--- src/rtl/shift_pkg.sv ---
// rtl/shift_pkg.sv - shared mode type and mux-level-to-stage split helpers
package shift_pkg;

  typedef enum logic [1:0] {
    ROT = 2'b00,
    LSH = 2'b01,
    ASH = 2'b10,
    RSV = 2'b11
  } shift_mode_e;

  // First mux level handled by mux stage k; earlier stages absorb the remainder.
  function automatic int stage_first_level(input int k, input int nlev, input int nstg);
    int base;
    int extra;
    base  = nlev / nstg;
    extra = nlev % nstg;
    return k * base + ((k < extra) ? k : extra);
  endfunction

  function automatic int level_stage(input int j, input int nlev, input int nstg);
    int s;
    s = 0;
    for (int k = 1; k < nstg; k++) begin
      if (j >= stage_first_level(k, nlev, nstg)) s = k;
    end
    return s;
  endfunction

endpackage

--- src/rtl/shift_level.sv ---
// rtl/shift_level.sv - one barrel mux level: optional rotate/shift by a fixed DIST
module shift_level
  import shift_pkg::*;
#(
  parameter int WIDTH = 32,
  parameter int DIST  = 1
) (
  input  logic [WIDTH-1:0] data,
  input  logic             en,
  input  logic             dir,
  input  shift_mode_e      mode,
  input  logic             fill,
  output logic [WIDTH-1:0] result
);

  always_comb begin
    result = data;
    if (en) begin
      if (mode == ROT || mode == RSV) begin
        result = dir ? {data[WIDTH-DIST-1:0], data[WIDTH-1:WIDTH-DIST]}
                     : {data[DIST-1:0], data[WIDTH-1:DIST]};
      end else begin
        result = dir ? {data[WIDTH-DIST-1:0], {DIST{1'b0}}}
                     : {{DIST{fill}}, data[WIDTH-1:DIST]};
      end
    end
  end

endmodule

--- src/rtl/pipelined_barrel_shifter.sv ---
// rtl/pipelined_barrel_shifter.sv - pipelined rotate/shift unit with valid/ready backpressure
module pipelined_barrel_shifter
  import shift_pkg::*;
#(
  parameter int WIDTH   = 32,
  parameter int SHAMT_W = $clog2(WIDTH),
  parameter int STAGES  = 2
) (
  input  logic               clk,
  input  logic               rst,
  input  logic               in_valid,
  output logic               in_ready,
  input  logic [WIDTH-1:0]   in_data,
  input  logic [SHAMT_W-1:0] shift_amt,
  input  logic               dir,
  input  logic [1:0]         mode,
  output logic               out_valid,
  input  logic               out_ready,
  output logic [WIDTH-1:0]   out_data,
  output logic               out_zero
);

  localparam int LAST = STAGES;
  localparam logic [SHAMT_W:0] WIDTH_X = (SHAMT_W+1)'(WIDTH);

  // Register 0 holds the normalised op; register s (1..STAGES) follows mux stage s-1.
  logic [WIDTH-1:0]   data_q [STAGES+1];
  logic [WIDTH-1:0]   data_d [STAGES+1];
  logic [SHAMT_W-1:0] amt_q  [STAGES+1];
  logic [SHAMT_W-1:0] amt_d  [STAGES+1];
  logic               dir_q  [STAGES+1];
  logic               dir_d  [STAGES+1];
  shift_mode_e        mode_q [STAGES+1];
  shift_mode_e        mode_d [STAGES+1];
  logic [STAGES:0]    vld_q, vld_d, vld_in, adv;
  logic               zero_q, zero_d;

  logic [WIDTH-1:0]   nxt_data [STAGES+1];
  logic [SHAMT_W-1:0] nxt_amt  [STAGES+1];
  logic               nxt_dir  [STAGES+1];
  shift_mode_e        nxt_mode [STAGES+1];

  logic [STAGES-1:0][WIDTH-1:0] stage_res;

  shift_mode_e        in_mode;
  logic               in_over;
  logic [SHAMT_W-1:0] in_amt;
  logic [WIDTH-1:0]   in_pre;

  // Over-range counts are resolved here so every mux level sees a < WIDTH.
  always_comb begin
    in_mode = shift_mode_e'(mode);
    in_over = {1'b0, shift_amt} >= WIDTH_X;
    in_amt  = shift_amt;
    in_pre  = in_data;
    if (in_over) begin
      if (in_mode == ROT || in_mode == RSV) begin
        in_amt = SHAMT_W'({1'b0, shift_amt} - WIDTH_X);
      end else begin
        in_amt = '0;
        in_pre = (in_mode == ASH && !dir) ? {WIDTH{in_data[WIDTH-1]}} : '0;
      end
    end
  end

  for (genvar j = 0; j < SHAMT_W; j++) begin : g_lvl
    localparam int S = level_stage(j, SHAMT_W, STAGES);
    logic [WIDTH-1:0] lvl_in;
    logic [WIDTH-1:0] lvl_out;
    logic             fill;

    if (j == stage_first_level(S, SHAMT_W, STAGES)) begin : g_head
      assign lvl_in = data_q[S];
    end else begin : g_link
      assign lvl_in = g_lvl[j-1].lvl_out;
    end

    assign fill = (mode_q[S] == ASH) && !dir_q[S] && lvl_in[WIDTH-1];

    shift_level #(
      .WIDTH (WIDTH),
      .DIST  (2**j)
    ) u_level (
      .data   (lvl_in),
      .en     (amt_q[S][j]),
      .dir    (dir_q[S]),
      .mode   (mode_q[S]),
      .fill   (fill),
      .result (lvl_out)
    );

    if (j == stage_first_level(S+1, SHAMT_W, STAGES) - 1) begin : g_tail
      assign stage_res[S] = lvl_out;
    end
  end

  always_comb begin
    adv[LAST] = !vld_q[LAST] || out_ready;
    for (int k = LAST - 1; k >= 0; k--) begin
      adv[k] = !vld_q[k] || adv[k+1];
    end
  end

  always_comb begin
    vld_in[0]   = in_valid;
    nxt_data[0] = in_pre;
    nxt_amt[0]  = in_amt;
    nxt_dir[0]  = dir;
    nxt_mode[0] = in_mode;
    for (int k = 1; k <= LAST; k++) begin
      vld_in[k]   = vld_q[k-1];
      nxt_data[k] = stage_res[k-1];
      nxt_amt[k]  = amt_q[k-1];
      nxt_dir[k]  = dir_q[k-1];
      nxt_mode[k] = mode_q[k-1];
    end
    zero_d = zero_q;
    for (int k = 0; k <= LAST; k++) begin
      vld_d[k]  = vld_q[k];
      data_d[k] = data_q[k];
      amt_d[k]  = amt_q[k];
      dir_d[k]  = dir_q[k];
      mode_d[k] = mode_q[k];
      if (adv[k]) begin
        vld_d[k] = vld_in[k];
        if (vld_in[k]) begin
          data_d[k] = nxt_data[k];
          amt_d[k]  = nxt_amt[k];
          dir_d[k]  = nxt_dir[k];
          mode_d[k] = nxt_mode[k];
        end
      end
    end
    if (adv[LAST] && vld_in[LAST]) zero_d = (nxt_data[LAST] == '0);
  end

  always_ff @(posedge clk) begin
    if (rst) begin
      vld_q  <= '0;
      zero_q <= 1'b1;
      for (int k = 0; k <= LAST; k++) begin
        data_q[k] <= '0;
        amt_q[k]  <= '0;
        dir_q[k]  <= 1'b0;
        mode_q[k] <= ROT;
      end
    end else begin
      vld_q  <= vld_d;
      zero_q <= zero_d;
      for (int k = 0; k <= LAST; k++) begin
        data_q[k] <= data_d[k];
        amt_q[k]  <= amt_d[k];
        dir_q[k]  <= dir_d[k];
        mode_q[k] <= mode_d[k];
      end
    end
  end

  assign in_ready  = rst || adv[0];
  assign out_valid = vld_q[LAST];
  assign out_data  = data_q[LAST];
  assign out_zero  = zero_q;

endmodule

--- config.mk ---
export PLATFORM = sky130hd
export DESIGN_NAME = pipelined_barrel_shifter
export DESIGN_NICKNAME = d
export VERILOG_FILES = /design/src/rtl/shift_pkg.sv /design/src/rtl/shift_level.sv /design/src/rtl/pipelined_barrel_shifter.sv
export SDC_FILE = /design/constraint.sdc
export NUM_CORES = 1
export LEC_CHECK = 0
export ABC_CLOCK_PERIOD_IN_PS = 4200
export CAP_MARGIN = 10
export CORE_ASPECT_RATIO = 1.2
export CORE_MARGIN = 2
export CORE_UTILIZATION = 50
export DETAILED_ROUTE_END_ITERATION = 8
export PLACE_DENSITY = 0.71
export SLEW_MARGIN = 10
export SYNTH_ARGS = -nofsm -noshare
export SYNTH_HDL_FRONTEND = slang
export SYNTH_SLANG_ARGS = --single-unit
export TNS_END_PERCENT = 100
--- constraint.sdc ---
create_clock -name clk -period 4.2 [get_ports clk]
set_clock_uncertainty 0.05 [all_clocks]
set_input_delay 1.26 -clock clk [delete_from_list [all_inputs] [get_ports clk]]
set_output_delay 1.26 -clock clk [all_outputs]
set_load 0.005 [all_outputs]
**Word level (Yosys, flattened, before mapping)**

Memory sizes are Yosys's and may differ from the RTL's.
Cells that the tools add are included.

- Eq/ne operators: 6
- Mux-type cells: 58
- Bitwise logic cells: 12
- Reductions and logical operators: 23

Operator list:

| kind | number |
|---|---|
| $mux W32 | 28 |
| $mux W5 | 9 |
| $logic_not A32 Y1 | 1 |
| $mux W2 | 9 |
| $mux W1 | 12 |
| $or A1 B1 Y1 | 12 |
| $eq A2 B2 Y1 const B | 4 |
| $logic_and A1 B1 Y1 | 8 |
| $logic_or A1 B1 Y1 | 6 |
| $logic_not A1 Y1 | 5 |
| $logic_not A2 Y1 | 2 |
| $reduce_and A3 Y1 | 1 |
| $ne A2 B2 Y1 const B | 1 |
| $ne A1 B1 Y1 const B | 1 |

- Bits in registers: 4
- Memory bits (writable): 120
- Bits of input ports: 44
- Word-level logic and storage cells: 107
- Memories kept: 4

Memories:

| name | words | width | rd ports | clocked after memory_dff | wr ports | RTL line | text |
|---|---|---|---|---|---|---|---|
| data_q | 3 | 32 | 3 | 0 | 3 | pipelined_barrel_shifter.sv:27 | `logic [WIDTH-1:0] data_q [STAGES+1];` |
| amt_q | 3 | 5 | 2 | 0 | 3 | pipelined_barrel_shifter.sv:29 | `logic [SHAMT_W-1:0] amt_q [STAGES+1];` |
| mode_q | 3 | 2 | 2 | 0 | 3 | pipelined_barrel_shifter.sv:33 | `shift_mode_e mode_q [STAGES+1];` |
| dir_q | 3 | 1 | 2 | 0 | 3 | pipelined_barrel_shifter.sv:31 | `logic dir_q [STAGES+1];` |

**Logic depth before layout (Yosys ltp)**

An unclocked memory read counts as a cell.

- Depth in word-level cells: 18
- Depth in mapped cells: 11

**By module**

A second synthesis with hierarchy kept.

- Cell total of the unflattened synthesis: 1,050
- Area total of the unflattened synthesis: 8,085.3 um^2

By module, submodules not included:

| module | instances | cells an instance | area each (um^2) |
|---|---|---|---|
| pipelined_barrel_shifter | 1 | 535 | 4,750.8 |
| shift_level (g_lvl[3].u_level) | 1 | 126 | 770.7 |
| shift_level (g_lvl[0].u_level) | 1 | 111 | 735.7 |
| shift_level (g_lvl[2].u_level) | 1 | 118 | 733.2 |
| shift_level (g_lvl[1].u_level) | 1 | 115 | 698.2 |
| shift_level (g_lvl[4].u_level) | 1 | 45 | 396.6 |

**Worst setup path after synthesis**

No wires, ideal clock.

- Kind: input -> output
- Start point: in out_ready
- End point: out in_ready
- Arrival: 1.962 ns
- Data required time: 2.890 ns
- Setup slack: 0.928 ns
- Cell stages on the path: 3
- Path buffers: 0
- Cell sequence: nor2b_1 -> nand3_1 -> or2_2

- Longest elaborated chain between the ends: 4

RTL lines:

| element | RTL line | text |
|---|---|---|
| from (decl) | pipelined_barrel_shifter.sv:18 | `input logic out_ready,` |
| $logic_or A1 B1 Y1 | pipelined_barrel_shifter.sv:98 | `adv[LAST] = !vld_q[LAST] \|\| out_ready;` |
| $logic_or A1 B1 Y1 (2 in series) | pipelined_barrel_shifter.sv:100 | `adv[k] = !vld_q[k] \|\| adv[k+1];` |
| $logic_or A1 B1 Y1 | pipelined_barrel_shifter.sv:159 | `assign in_ready = rst \|\| adv[0];` |
| to (decl) | pipelined_barrel_shifter.sv:12 | `output logic in_ready,` |

No other way between the ends.

**Worst setup path after layout**

Same ends and word-level chain as after synthesis.

==> summary.md <==
| Metric | Value |
|---|---|
| WP buf/inv | 2 |
| Met2 usage in global routing | 44.6% |
| Worst-path cell chain | clkdlybuf4s50_1 -> nor2b_1 -> nand3_1 -> or2_2 -> clkdlybuf4s50_1 |
| Seq/Total Area, Yosys | 30.4% |
| WL final | 22.0 mm |
| Max Clk Rate | 251 MHz |
| Worst skew pair latency | 420 ps |
| DRT antenna net count | 0 |
| Async SR Flop Fraction | 0% |
| Pre-CTS setup slack | 223 ps |
| P_leak | roughly 3.2 nW |
| Max IR drop VDD | 0.000248 V |
| Final min period | 3980 ps |
| Worst-path clk slew | 60 ps |
| Global Route met1 Usage | 33.1% |
| Final Util | about three fifths |
| Final Setup Violations | 0 |
| Routability cong. | between 0.9 and 1 |
| CTS root buffer | clkbuf_16 |
| Die Ht | between 100 and 150 um |
| Global routing usage on met3 | roughly 3.3% |
| CP Capture Type | primary output |
| CP Launch Type | input port |
| Design area | 9060 um^2 |
| Starting DRC count in detailed routing | 808 |
| DIE AREA | 16800 um^2 |
| Slew margin rel. | 31.2% |
| Hpwl dp | 15.8 mm |
| Final worst path period share | a little over nine tenths |
| CP most frequent cell | clkdlybuf4s50_1 |
| Crit Path Class | in -> out |
| Core area | about 16000 um^2 |
| Setup TNS | 0 ps |
| # nets final | 1075 |
| H-tree levels | 4 |
| Syn Inst Count | 1034 |
| Syn Std Cell Area | 7860 um^2 |
| R2R Path End | out_zero |
| Max clock buf depth | 2 |
| DRT Pass-1 Iters | 6 |
| Synthesized area per cell | ~7.6 um^2 |
| Clk sinks | 113 |
| Hold WS | 404 ps |
| Syn Nets | 1080 |
| Critical path endpoint | in_ready |
| Unrepaired setup endpoints after global routing | false |
| Worst EP arrival | 2670 ps |
| Row count | 50 |
| Initial Util | a little over 50% |
| Hold Crit Class | reg -> reg |
| Grt ovf | 0 |
| Cell depth of the worst setup path | 5 |
| Ant diodes | 0 |
| Count of boundary I/O pins | 79 |
| Vias per cell | just over 6 |
| Port Buf Inserts | 78 |
| Crit path max-delay cell type | clkdlybuf4s50_1 |
| Number of synthesized flops with an enable pin | 13 |
| Ys flop type | dfxtp_1 |
| GRT busiest layer | met2 |
| Power per cell area | 392 nW/um^2 |
| CP max stage delay | between 400 and 500 ps |
| DP Area | about 8500 um^2 |
| Yosys warning total | 0 |
| Hold Buf Count CTS | 0 |
| R2R depth | 8 |
| Number of global-route vias before repair | between 6000 and 7000 |
| Worst setup path start | out_ready |
| Least-Margin Pin Slew | 1030 ps |
| Family with the most delay on the worst path | buffers and inverters |
| Post-CTS resize count | 0 |
| Synth unique cells | 60 |
| Fin. max-slew vios | 0 |
| Final hold vios | 0 |
| Setup Fix Bufs, Post-CTS | 0 |
| Critical Path RT | between 2000 and 3000 ps |
| Worst setup margin | about 220 ps |
| Flops & latches, synth | 113 |
| First-pass GRT wire length | 35.8 mm |
| Largest net degree at the start of global routing | 95 |
| Post-DR wirelength/cell | 17.6 um |
| Initial antenna violation count | 0 |
| RR Startpoint | dir_q[0][1] |
| Total GRT Usage | 26.6% |
| Drt drc | 0 |
| DIE WIDTH | 118 um |
| Status | finished clean |
| Share of layout cells above drive strength 1 | a little over 8% |
| CP max FO | 3 |
| # Max-Cap Violations | 0 |
| Area Overhead vs Synth | 15.3% |
| Reg-to-reg slack, setup | 860 ps |
| Via count | between 7000 and 8000 |
| CTS buffer count | 17 |
| CTS tree | yes |
[how the worst min path moves through the flow]
stage                        startpoint       endpoint  slack [ps]  cells after the start
after floorplan           data_q[0][80]  data_q[0][80]         390                      2
after global placement    data_q[0][91]  data_q[0][91]         400                      2
after detailed placement  data_q[0][91]  data_q[0][91]         400                      2
after CTS                 data_q[0][91]  data_q[0][91]         410                      2
after global routing      data_q[0][85]  data_q[0][85]         440                      2
final                     data_q[0][91]  data_q[0][91]         400                      2
[final cells by class]
type                    count  area (um^2)
flip-flops and latches    113         2390
fillers                  1516         6450
clock buffers              17          425
multi-input cells         781         4780
clock inverters            15          161
inverters                  16         60.1
repair buffers            100          981
well taps                 208          260
[cell families (layout without fill, tap and decap cells)]
family / Yosys count / in the layout / share of synthesized area (%)
DFF: 113 / 113 / 30.4
muxes: 87 / 87 / 13.8
buffers and inverters: 140 / 148 / 8.86
and+or+nand+nor: 377 / 377 / 20.6
adders and majority gates: 2 / 2 / 0.318
AOI/OAI and AO/OA: 315 / 315 / 26.0
[worst reg2reg max path, delay by kind of cell (launching register included)]
family | cells | cell delay (ps)
flops | 1 | 1020
mux | 1 | 270
compound gates | 3 | 540
simple gates | 3 | 940
buf+inv | 1 | 440
[routing by layer]
metal / share of wire, % / wire length, um
met1: 42 / 9190
met2: 48 / 10600
met3: 4.8 / 1060
met4: 5.0 / 1100
met5: 0 / 0
[Yosys cell counts, drive strengths merged (5+ instances only)]
cell type	number	area share, %
o211ai	11	1.1
nand4	6	0.48
nor2	154	7.4
inv	14	0.67
mux2	9	1.3
o21ai	30	1.9
o22ai	14	1.1
edfxtp	13	5.0
a21o	7	0.67
nor2b	16	1.3
mux4	16	4.6
nand3b	5	0.48
a211oi	57	5.4
dfxtp	100	25
buf	72	5.6
o221ai	6	0.67
a31oi	15	1.2
nand2b	13	1.0
a32o	5	0.64
clkbuf	52	2.5
nand2	133	6.4
nor3	17	1.1
a311oi	15	1.7
a21oi	120	7.6
nand3	19	1.2
mux2i	62	7.9
[layout by cell type (no fill, tap or decap), drive strengths merged, types with 9 or more instances in the layout]
cell type      Yosys  routed
clkbuf            52      17
inv               14      17
a21oi            120     120
o21ai             30      30
o22ai             14      14
o211ai            11      11
mux2i             62      62
mux2               9       9
nand3             19      19
nor2             154     154
nor3              17      17
dfxtp            100     100
buf               72      23
a211oi            57      57
edfxtp            13      13
clkdlybuf4s50      0      77
nand2b            13      13
nand2            133     133
a311oi            15      15
mux4              16      16
nor2b             16      16
a31oi             15      15
[where the power goes]
part           total, mW  internal (mW)  switching (mW)
sequential          1.25           1.16          0.0921
combinational      0.871          0.359           0.511
clock               1.43          0.877           0.554
total               3.55           2.40            1.16
[per-stage QoR]
stage / power [mW] / cells
global route: 3.72 / 1250
detailed placement: 2.13 / 1218
CTS: 3.56 / 1250
finish: 3.55 / 1250
global placement: 2.12 / 1218
floorplan: 1.88 / 1034
[flip-flops by register name (all words and copies together) (netlist names)]
| register | count |
|---|---|
| out_zero | 1 |
| data_q | 96 |
| amt_q | 7 |
| mode_q | 4 |
| dir_q | 2 |
| vld_q | 3 |
Note: power is estimated with default switching activity, not from simulation.
